===== src/rtl/ResultSource_pkg.sv =====
// Result bus source select shared by the control unit and the datapath mux.
package ResultSource_pkg;

    // ALU = registered ALUOut, MEM = data register, PC4 = live ALU result
    typedef enum logic [1:0] {
        RESULT_ALU = 2'b00,
        RESULT_MEM = 2'b01,
        RESULT_PC4 = 2'b10
    } ResultSource_t;

endpackage


===== src/rtl/multicycle_ctrl_pkg.sv =====
// Types and opcode constants for the RV32I multicycle control unit.
package multicycle_ctrl_pkg;

    typedef enum logic [3:0] {
        S_FETCH    = 4'd0,
        S_DECODE   = 4'd1,
        S_MEMADR   = 4'd2,
        S_MEMREAD  = 4'd3,
        S_MEMWB    = 4'd4,
        S_MEMWRITE = 4'd5,
        S_EXECR    = 4'd6,
        S_EXECI    = 4'd7,
        S_ALUWB    = 4'd8,
        S_JAL      = 4'd9,
        S_BRANCH   = 4'd10
    } CtrlState_t;

    typedef enum logic [1:0] {
        SRCA_PC    = 2'b00,
        SRCA_OLDPC = 2'b01,
        SRCA_RS1   = 2'b10
    } AluSrcA_t;

    typedef enum logic [1:0] {
        SRCB_RS2  = 2'b00,
        SRCB_IMM  = 2'b01,
        SRCB_FOUR = 2'b10
    } AluSrcB_t;

    typedef enum logic [1:0] {
        ALUOP_ADD   = 2'b00,
        ALUOP_SUB   = 2'b01,
        ALUOP_FUNCT = 2'b10
    } AluOp_t;

    typedef enum logic [1:0] {
        IMM_I = 2'b00,
        IMM_S = 2'b01,
        IMM_B = 2'b10,
        IMM_J = 2'b11
    } ImmSrc_t;

    // Coarse instruction class seen by the sequencer
    typedef enum logic [2:0] {
        CLS_LOAD   = 3'd0,
        CLS_STORE  = 3'd1,
        CLS_RTYPE  = 3'd2,
        CLS_ITYPE  = 3'd3,
        CLS_JAL    = 3'd4,
        CLS_BRANCH = 3'd5,
        CLS_NONE   = 3'd6
    } InstrClass_t;

    localparam logic [6:0] OP_LOAD   = 7'b0000011;
    localparam logic [6:0] OP_STORE  = 7'b0100011;
    localparam logic [6:0] OP_RTYPE  = 7'b0110011;
    localparam logic [6:0] OP_ITYPE  = 7'b0010011;
    localparam logic [6:0] OP_JAL    = 7'b1101111;
    localparam logic [6:0] OP_BRANCH = 7'b1100011;

endpackage


===== src/rtl/instr_class_decoder.sv =====
// Combinational opcode/funct3 classifier; anything unsupported is CLS_NONE + illegal.
module instr_class_decoder
    import multicycle_ctrl_pkg::*;
(
    input  logic [6:0]  opcode,
    input  logic [2:0]  funct3,
    output InstrClass_t instr_class,
    output logic        illegal
);

    // Only beq (000) and bne (001) are supported among branches
    always_comb begin
        instr_class = CLS_NONE;
        case (opcode)
            OP_LOAD:   instr_class = CLS_LOAD;
            OP_STORE:  instr_class = CLS_STORE;
            OP_RTYPE:  instr_class = CLS_RTYPE;
            OP_ITYPE:  instr_class = CLS_ITYPE;
            OP_JAL:    instr_class = CLS_JAL;
            OP_BRANCH: instr_class = (funct3[2:1] == 2'b00) ? CLS_BRANCH : CLS_NONE;
            default:   instr_class = CLS_NONE;
        endcase
        illegal = (instr_class == CLS_NONE);
    end

endmodule


===== src/rtl/multicycle_control_fsm.sv =====
// Moore-style main control FSM for the RV32I multicycle core.
// Memory handshake: mem_req is held with stable adr_src/mem_write until the
// cycle mem_ready is high; that cycle completes the access and the FSM moves on.
module multicycle_control_fsm
    import multicycle_ctrl_pkg::*;
    import ResultSource_pkg::*;
(
    input  logic          clk,
    input  logic          rst_n,
    input  logic [6:0]    opcode,
    input  logic [2:0]    funct3,
    input  logic          zero,
    input  logic          mem_ready,
    output logic          mem_req,
    output logic          mem_write,
    output logic          adr_src,
    output logic          ir_write,
    output logic          pc_write,
    output logic          reg_write,
    output ResultSource_t result_src,
    output logic [1:0]    alu_src_a,
    output logic [1:0]    alu_src_b,
    output logic [1:0]    alu_op,
    output logic [1:0]    imm_src,
    output logic          illegal_instr
);

    CtrlState_t  state_q, state_d;
    InstrClass_t instr_class;
    logic        dec_illegal;
    AluSrcA_t    src_a;
    AluSrcB_t    src_b;
    AluOp_t      op_sel;
    ImmSrc_t     imm_sel;

    instr_class_decoder u_instr_class_decoder (
        .opcode      (opcode),
        .funct3      (funct3),
        .instr_class (instr_class),
        .illegal     (dec_illegal)
    );

    // State register with synchronous active-low reset
    always_ff @(posedge clk) begin
        if (!rst_n) state_q <= S_FETCH;
        else        state_q <= state_d;
    end

    // Next-state and output decode; reset forces enables low and FETCH selects
    always_comb begin
        state_d       = state_q;
        mem_req       = 1'b0;
        mem_write     = 1'b0;
        adr_src       = 1'b0;
        ir_write      = 1'b0;
        pc_write      = 1'b0;
        reg_write     = 1'b0;
        result_src    = RESULT_ALU;
        src_a         = SRCA_PC;
        src_b         = SRCB_RS2;
        op_sel        = ALUOP_ADD;
        imm_sel       = IMM_I;
        illegal_instr = 1'b0;

        case (state_q)
            S_FETCH: begin
                mem_req    = 1'b1;
                src_b      = SRCB_FOUR;
                result_src = RESULT_PC4;
                if (mem_ready) begin
                    ir_write = 1'b1;
                    pc_write = 1'b1;
                    state_d  = S_DECODE;
                end
            end
            S_DECODE: begin
                src_a = SRCA_OLDPC;
                src_b = SRCB_IMM;
                case (opcode)
                    OP_STORE:  imm_sel = IMM_S;
                    OP_BRANCH: imm_sel = IMM_B;
                    OP_JAL:    imm_sel = IMM_J;
                    default:   imm_sel = IMM_I;
                endcase
                illegal_instr = dec_illegal;
                case (instr_class)
                    CLS_LOAD, CLS_STORE: state_d = S_MEMADR;
                    CLS_RTYPE:           state_d = S_EXECR;
                    CLS_ITYPE:           state_d = S_EXECI;
                    CLS_JAL:             state_d = S_JAL;
                    CLS_BRANCH:          state_d = S_BRANCH;
                    default:             state_d = S_FETCH;
                endcase
            end
            S_MEMADR: begin
                src_a   = SRCA_RS1;
                src_b   = SRCB_IMM;
                state_d = (instr_class == CLS_LOAD) ? S_MEMREAD : S_MEMWRITE;
            end
            S_MEMREAD: begin
                mem_req = 1'b1;
                adr_src = 1'b1;
                if (mem_ready) state_d = S_MEMWB;
            end
            S_MEMWB: begin
                result_src = RESULT_MEM;
                reg_write  = 1'b1;
                state_d    = S_FETCH;
            end
            S_MEMWRITE: begin
                mem_req   = 1'b1;
                mem_write = 1'b1;
                adr_src   = 1'b1;
                if (mem_ready) state_d = S_FETCH;
            end
            S_EXECR: begin
                src_a   = SRCA_RS1;
                src_b   = SRCB_RS2;
                op_sel  = ALUOP_FUNCT;
                state_d = S_ALUWB;
            end
            S_EXECI: begin
                src_a   = SRCA_RS1;
                src_b   = SRCB_IMM;
                op_sel  = ALUOP_FUNCT;
                state_d = S_ALUWB;
            end
            S_ALUWB: begin
                reg_write = 1'b1;
                state_d   = S_FETCH;
            end
            S_JAL: begin
                src_a    = SRCA_OLDPC;
                src_b    = SRCB_FOUR;
                pc_write = 1'b1;
                state_d  = S_ALUWB;
            end
            S_BRANCH: begin
                src_a    = SRCA_RS1;
                src_b    = SRCB_RS2;
                op_sel   = ALUOP_SUB;
                // beq takes on zero, bne on not-zero
                pc_write = zero ^ funct3[0];
                state_d  = S_FETCH;
            end
            default: state_d = S_FETCH;
        endcase

        if (!rst_n) begin
            mem_req       = 1'b0;
            mem_write     = 1'b0;
            adr_src       = 1'b0;
            ir_write      = 1'b0;
            pc_write      = 1'b0;
            reg_write     = 1'b0;
            illegal_instr = 1'b0;
            result_src    = RESULT_PC4;
            src_a         = SRCA_PC;
            src_b         = SRCB_FOUR;
            op_sel        = ALUOP_ADD;
            imm_sel       = IMM_I;
            state_d       = S_FETCH;
        end
    end

    assign alu_src_a = src_a;
    assign alu_src_b = src_b;
    assign alu_op    = op_sel;
    assign imm_src   = imm_sel;

endmodule


===== config.mk =====
export PLATFORM = sky130hd
export DESIGN_NAME = multicycle_control_fsm
export DESIGN_NICKNAME = d
export VERILOG_FILES = /design/src/rtl/ResultSource_pkg.sv /design/src/rtl/multicycle_ctrl_pkg.sv /design/src/rtl/instr_class_decoder.sv /design/src/rtl/multicycle_control_fsm.sv
export SDC_FILE = /design/constraint.sdc
export NUM_CORES = 1
export LEC_CHECK = 0
export ABC_CLOCK_PERIOD_IN_PS = 1400
export CORE_MARGIN = 4
export CORE_UTILIZATION = 38
export CTS_CLUSTER_DIAMETER = 200
export DETAILED_ROUTE_END_ITERATION = 7
export GPL_ROUTABILITY_DRIVEN = 0
export PLACE_DENSITY = 0.8
export RECOVER_POWER = 50
export SLEW_MARGIN = 20
export SYNTH_ARGS = -nofsm -noshare
export SYNTH_HDL_FRONTEND = slang
export SYNTH_SLANG_ARGS = --single-unit

===== constraint.sdc =====
create_clock -name clk -period 1.4 [get_ports clk]
set_input_delay 0.14 -clock clk [delete_from_list [all_inputs] [get_ports clk]]
set_output_delay 0.14 -clock clk [all_outputs]
set_load 0.01 [all_outputs]

==> results_dict.tcl, run 1 <==
set metrics [dict create \
    status "stopped before the end" \
    haltStage "global routing" \
    stop_error "[ERROR DPL-0038] Utilization greater than 100%, impossible to legalize" \
    placed_area_um2 1120 \
    hpwl_mm 1.80 \
    io_pins 31 \
    avgSynthCellArea_um2 7.02 \
    cts_root_buf "clkbuf_4" \
    start_util 0.427 \
    fp.dieW_um 47.2 \
    yosysUniqueCellTypes 37 \
    synthArstFlopShare 0 \
    port_buffers 30 \
    synth_top_area_frac 0.137 \
    synth.largest_area_cell "dfxtp_1" \
    yosysSeqAreaShare 0.137 \
    synth_edf_count 0 \
    timing.worst_endpoint.kind "primary output" \
    yosysMostFrequentCell "nor2_1" \
    fp.dieH_um 47.2 \
    clock_path_buffers 2 \
    grt_max_degree 12 \
    dp.cells 153 \
    ys_top_cells_by_count "12 x nor2_1, 5 x nand2_1, 5 x nand2b_1, 5 x nor3_1" \
    cts.sink_count 4 \
    h-tree-depth 1 \
    cts-buffers-inserted 3 \
    synthCells 83 \
    grt_worst_setup_endpoint "pc_write" \
    synth_fp_nets 97 \
    synth_area_leaders "dfxtp_1 14%, nor2_1 7.7%, nand2b_1 5.4%" \
    synth_area_um2 583 \
    ys.flop_type "dfxtp_1" \
    synth_seq_cells 4 \
    cts_hold_buf 0 \
    ys_warn_count 0 \
    core.rowCount 13 \
]
==> through the flow <==
stage	utilization	worst slack (ns)	hold slack (ns)
global placement	0.823	-0.625	0.628
floorplan	-	0.0404	0.314
CTS	0.928	-0.0623	0.419
detailed placement	0.823	-0.648	0.679
==> repair_timing <==
action	4_1_cts
endpoints found under the setup margin	20
hold endpoints to repair	0
buffers inserted	7
pin swaps	15
resized for setup	112
==> cells by family after synthesis <==
| logic type | synth area share |
|---|---|
| XOR/XNOR | 0.0451 |
| flip-flops | 0.137 |
| multiplexers | 0.0365 |
| AO/OA/AOI/OAI | 0.238 |
| AND/OR/NAND/NOR | 0.494 |
| buffers and inverters | 0.0494 |
==> run 2, diff against run 1 <==
--- a/config.mk
+++ b/config.mk
@@ -6,12 +6,11 @@
 export NUM_CORES = 1
 export LEC_CHECK = 0
 export ABC_CLOCK_PERIOD_IN_PS = 1400
-export CORE_MARGIN = 4
-export CORE_UTILIZATION = 38
-export CTS_CLUSTER_DIAMETER = 200
+export CORE_AREA = 4 4 65 67
 export DETAILED_ROUTE_END_ITERATION = 7
+export DIE_AREA = 0 0 69 71
 export GPL_ROUTABILITY_DRIVEN = 0
-export PLACE_DENSITY = 0.8
+export PLACE_DENSITY_LB_ADDON = 0.15
 export RECOVER_POWER = 50
 export SLEW_MARGIN = 20
 export SYNTH_ARGS = -nofsm -noshare
==> results_dict.tcl, run 2 <==
set metrics [dict create \
    synth_area_leaders "dfxtp_1 14%, nor2_1 7.7%, nand2b_1 5.4%" \
    cts_tree "yes" \
    relSlewSlack 0.772 \
    violations "setup timing" \
    wl_mm 2.61 \
    largestRegisters "state_q: 4 flops" \
    finalSetupViolCount 6 \
    clock_path_buffers 2 \
    synth_edf_count 0 \
    largest_register_ffs 4 \
    ys_top_cells_by_count "12 x nor2_1, 5 x nand2_1, 5 x nand2b_1, 5 x nor3_1" \
    status "complete, but fails checks" \
    layout_commonest_cell "buf_4" \
    cp.arrival_ns 1.53 \
    syn_to_final_growth_pct 139 \
    setup_tns_ns -0.161 \
    yosysMostFrequentCell "nor2_1" \
    cts.sink_count 4 \
    power_density_nw_per_um2 396 \
    design_area_um2 1390 \
    vdd_ir_drop_max_mv 0.247 \
    critPathKind "reg2reg" \
    placed_area_um2 1170 \
    viasPerCell 4.57 \
    slowest_stage "dfxtp_4" \
    cts_root_buf "clkbuf_8" \
    crit_top_cell "buf_4" \
    ys.flop_type "dfxtp_1" \
    top_register "state_q" \
    final.period_utilization 1.04 \
    stdcell_count 202 \
    wl_per_cell_um 12.9 \
    required_ns 1.48 \
    clock_latency_ns 0.21 \
    diodes 0 \
    synthCells 83 \
    synthArstFlopShare 0 \
    pre_cts_slack_ns -0.659 \
    finalHoldViolCount 0 \
    cp-end-kind "register" \
    critPathMaxFanout 5 \
    maxSlewViolCount 0 \
    ys_warn_count 0 \
    firstDrtPassIters 4 \
    fp.dieH_um 71 \
    h-tree-depth 1 \
    core.rowCount 22 \
    avgSynthCellArea_um2 7.02 \
    nets 170 \
    dp.cells 188 \
    grt_pass1_vias 1040 \
    vias 923 \
    crit_chain "buf_8, buf_4, nand2b_4, buf_4, o21ai_1, a222oi_1, nor3_1" \
    fp.dieW_um 69 \
    finClkSkew_ns 0.00300 \
    cts-buffers-inserted 3 \
    period_minus_slack_ns 1.45 \
    slowest_delay_ns 0.35 \
    grt_max_degree 12 \
    synth_seq_cells 4 \
    start_util 0.160 \
    fmax_mhz 690 \
    yosysUniqueCellTypes 37 \
    io_pins 31 \
    synth_top_area_frac 0.137 \
    final_layout_size_suffix_gt1_frac 0.617 \
    crit_path_start_kind "register" \
    grt_pass1_wl_mm 4.48 \
    yosysSeqAreaShare 0.137 \
    synth_area_um2 583 \
    n_fill_cell 405 \
    cts_hold_buf 0 \
    setup_ws_ns -0.0491 \
    hpwl_mm 1.86 \
    final_cell_mix "32 x buf_4, 16 x buf_2, 9 x nor2_1" \
    cts.clk_slew.worst_paths_ns 0.03 \
    maxCapViolCount 0 \
    synth.largest_area_cell "dfxtp_1" \
    synth_fp_nets 97 \
    die-area_um2 4900 \
    fin_total_pwr_mw 0.552 \
    ant_nets 0 \
    rsz0062_at_grt "yes" \
    drc 0 \
    core_area_um2 3630 \
    grt.overflow.total 0 \
    grt_usage 0.105 \
    holdCritPathClass "in2reg" \
    static-leakage-power_nw 0.620 \
    drtIter0Drc 21 \
    port_buffers 30 \
    antenna_found_initial 0 \
    worstMarginPinSlew_ns 0.338 \
]
run 2: final timing paths:
kind                     end       start  depth (start not counted)  slack (ns)
setup / recovery  state_q[2]  state_q[1]                          7       -0.05
hold reg to reg   state_q[0]  state_q[0]                          2        0.62
hold / removal    state_q[0]   opcode[4]                          4        0.40
setup reg to reg  state_q[2]  state_q[1]                          7       -0.05
run 2: metal layers:
layer | wire (um) | GRT usage | up-vias
met4 | 0 | 0.0195 | 0
met1 | 1050 | 0.118 | 441
li1 | - | - | 455
met3 | 123 | 0.0199 | 0
met2 | 1440 | 0.206 | 27
met5 | 0 | 0 | -
run 2: area by class of cell:
type                       count  area, um2  share of cell area
multi-input combinational     72        614               0.441
timing repair buffer          73        581               0.417
sequential                     4       90.1              0.0646
tap                           48       60.1              0.0431
clock buffer                   3       41.3              0.0296
inverter                       2       7.51             0.00539
run 2: power by group:
part | leakage, nW | switching [mW] | internal, mW
combinational | 0.564 | 0.0868 | 0.112
sequential | 0.0349 | 0.00409 | 0.114
clock | 0.0216 | 0.0520 | 0.183
total | 0.620 | 0.143 | 0.409
run 2: worst max-delay path: cells and delay by family (launching register included):
family          cells  cell delay [ns]
buf+inv             3             0.41
compound gates      2             0.38
flops               1             0.35
simple gates        2             0.17
run 2: timing repair:
action                                  CTS  global route
endpoints found under the setup margin   20            17
gates cloned                              0             1
pin swaps                                13             7
resized for setup                       115            17
setup buffers                            10             3
run 2: stage by stage:
stage / hold WS, ns / util
final: 0.404 / 0.384
after global routing: 0.421 / 0.384
after CTS: 0.378 / 0.358
after detailed placement: 0.687 / 0.322
after global placement: 0.693 / 0.322
after floorplan: 0.314 / -
run 2: cells by family after synthesis:
group	after synthesis	synth area share
buffers and inverters	7	0.0494
xor gates and xnor gates	3	0.0451
and+or+nand+nor	48	0.494
DFF	4	0.137
AOI/OAI and AO/OA	19	0.238
muxes	2	0.0365
Note: power is estimated with default switching activity, not from simulation.
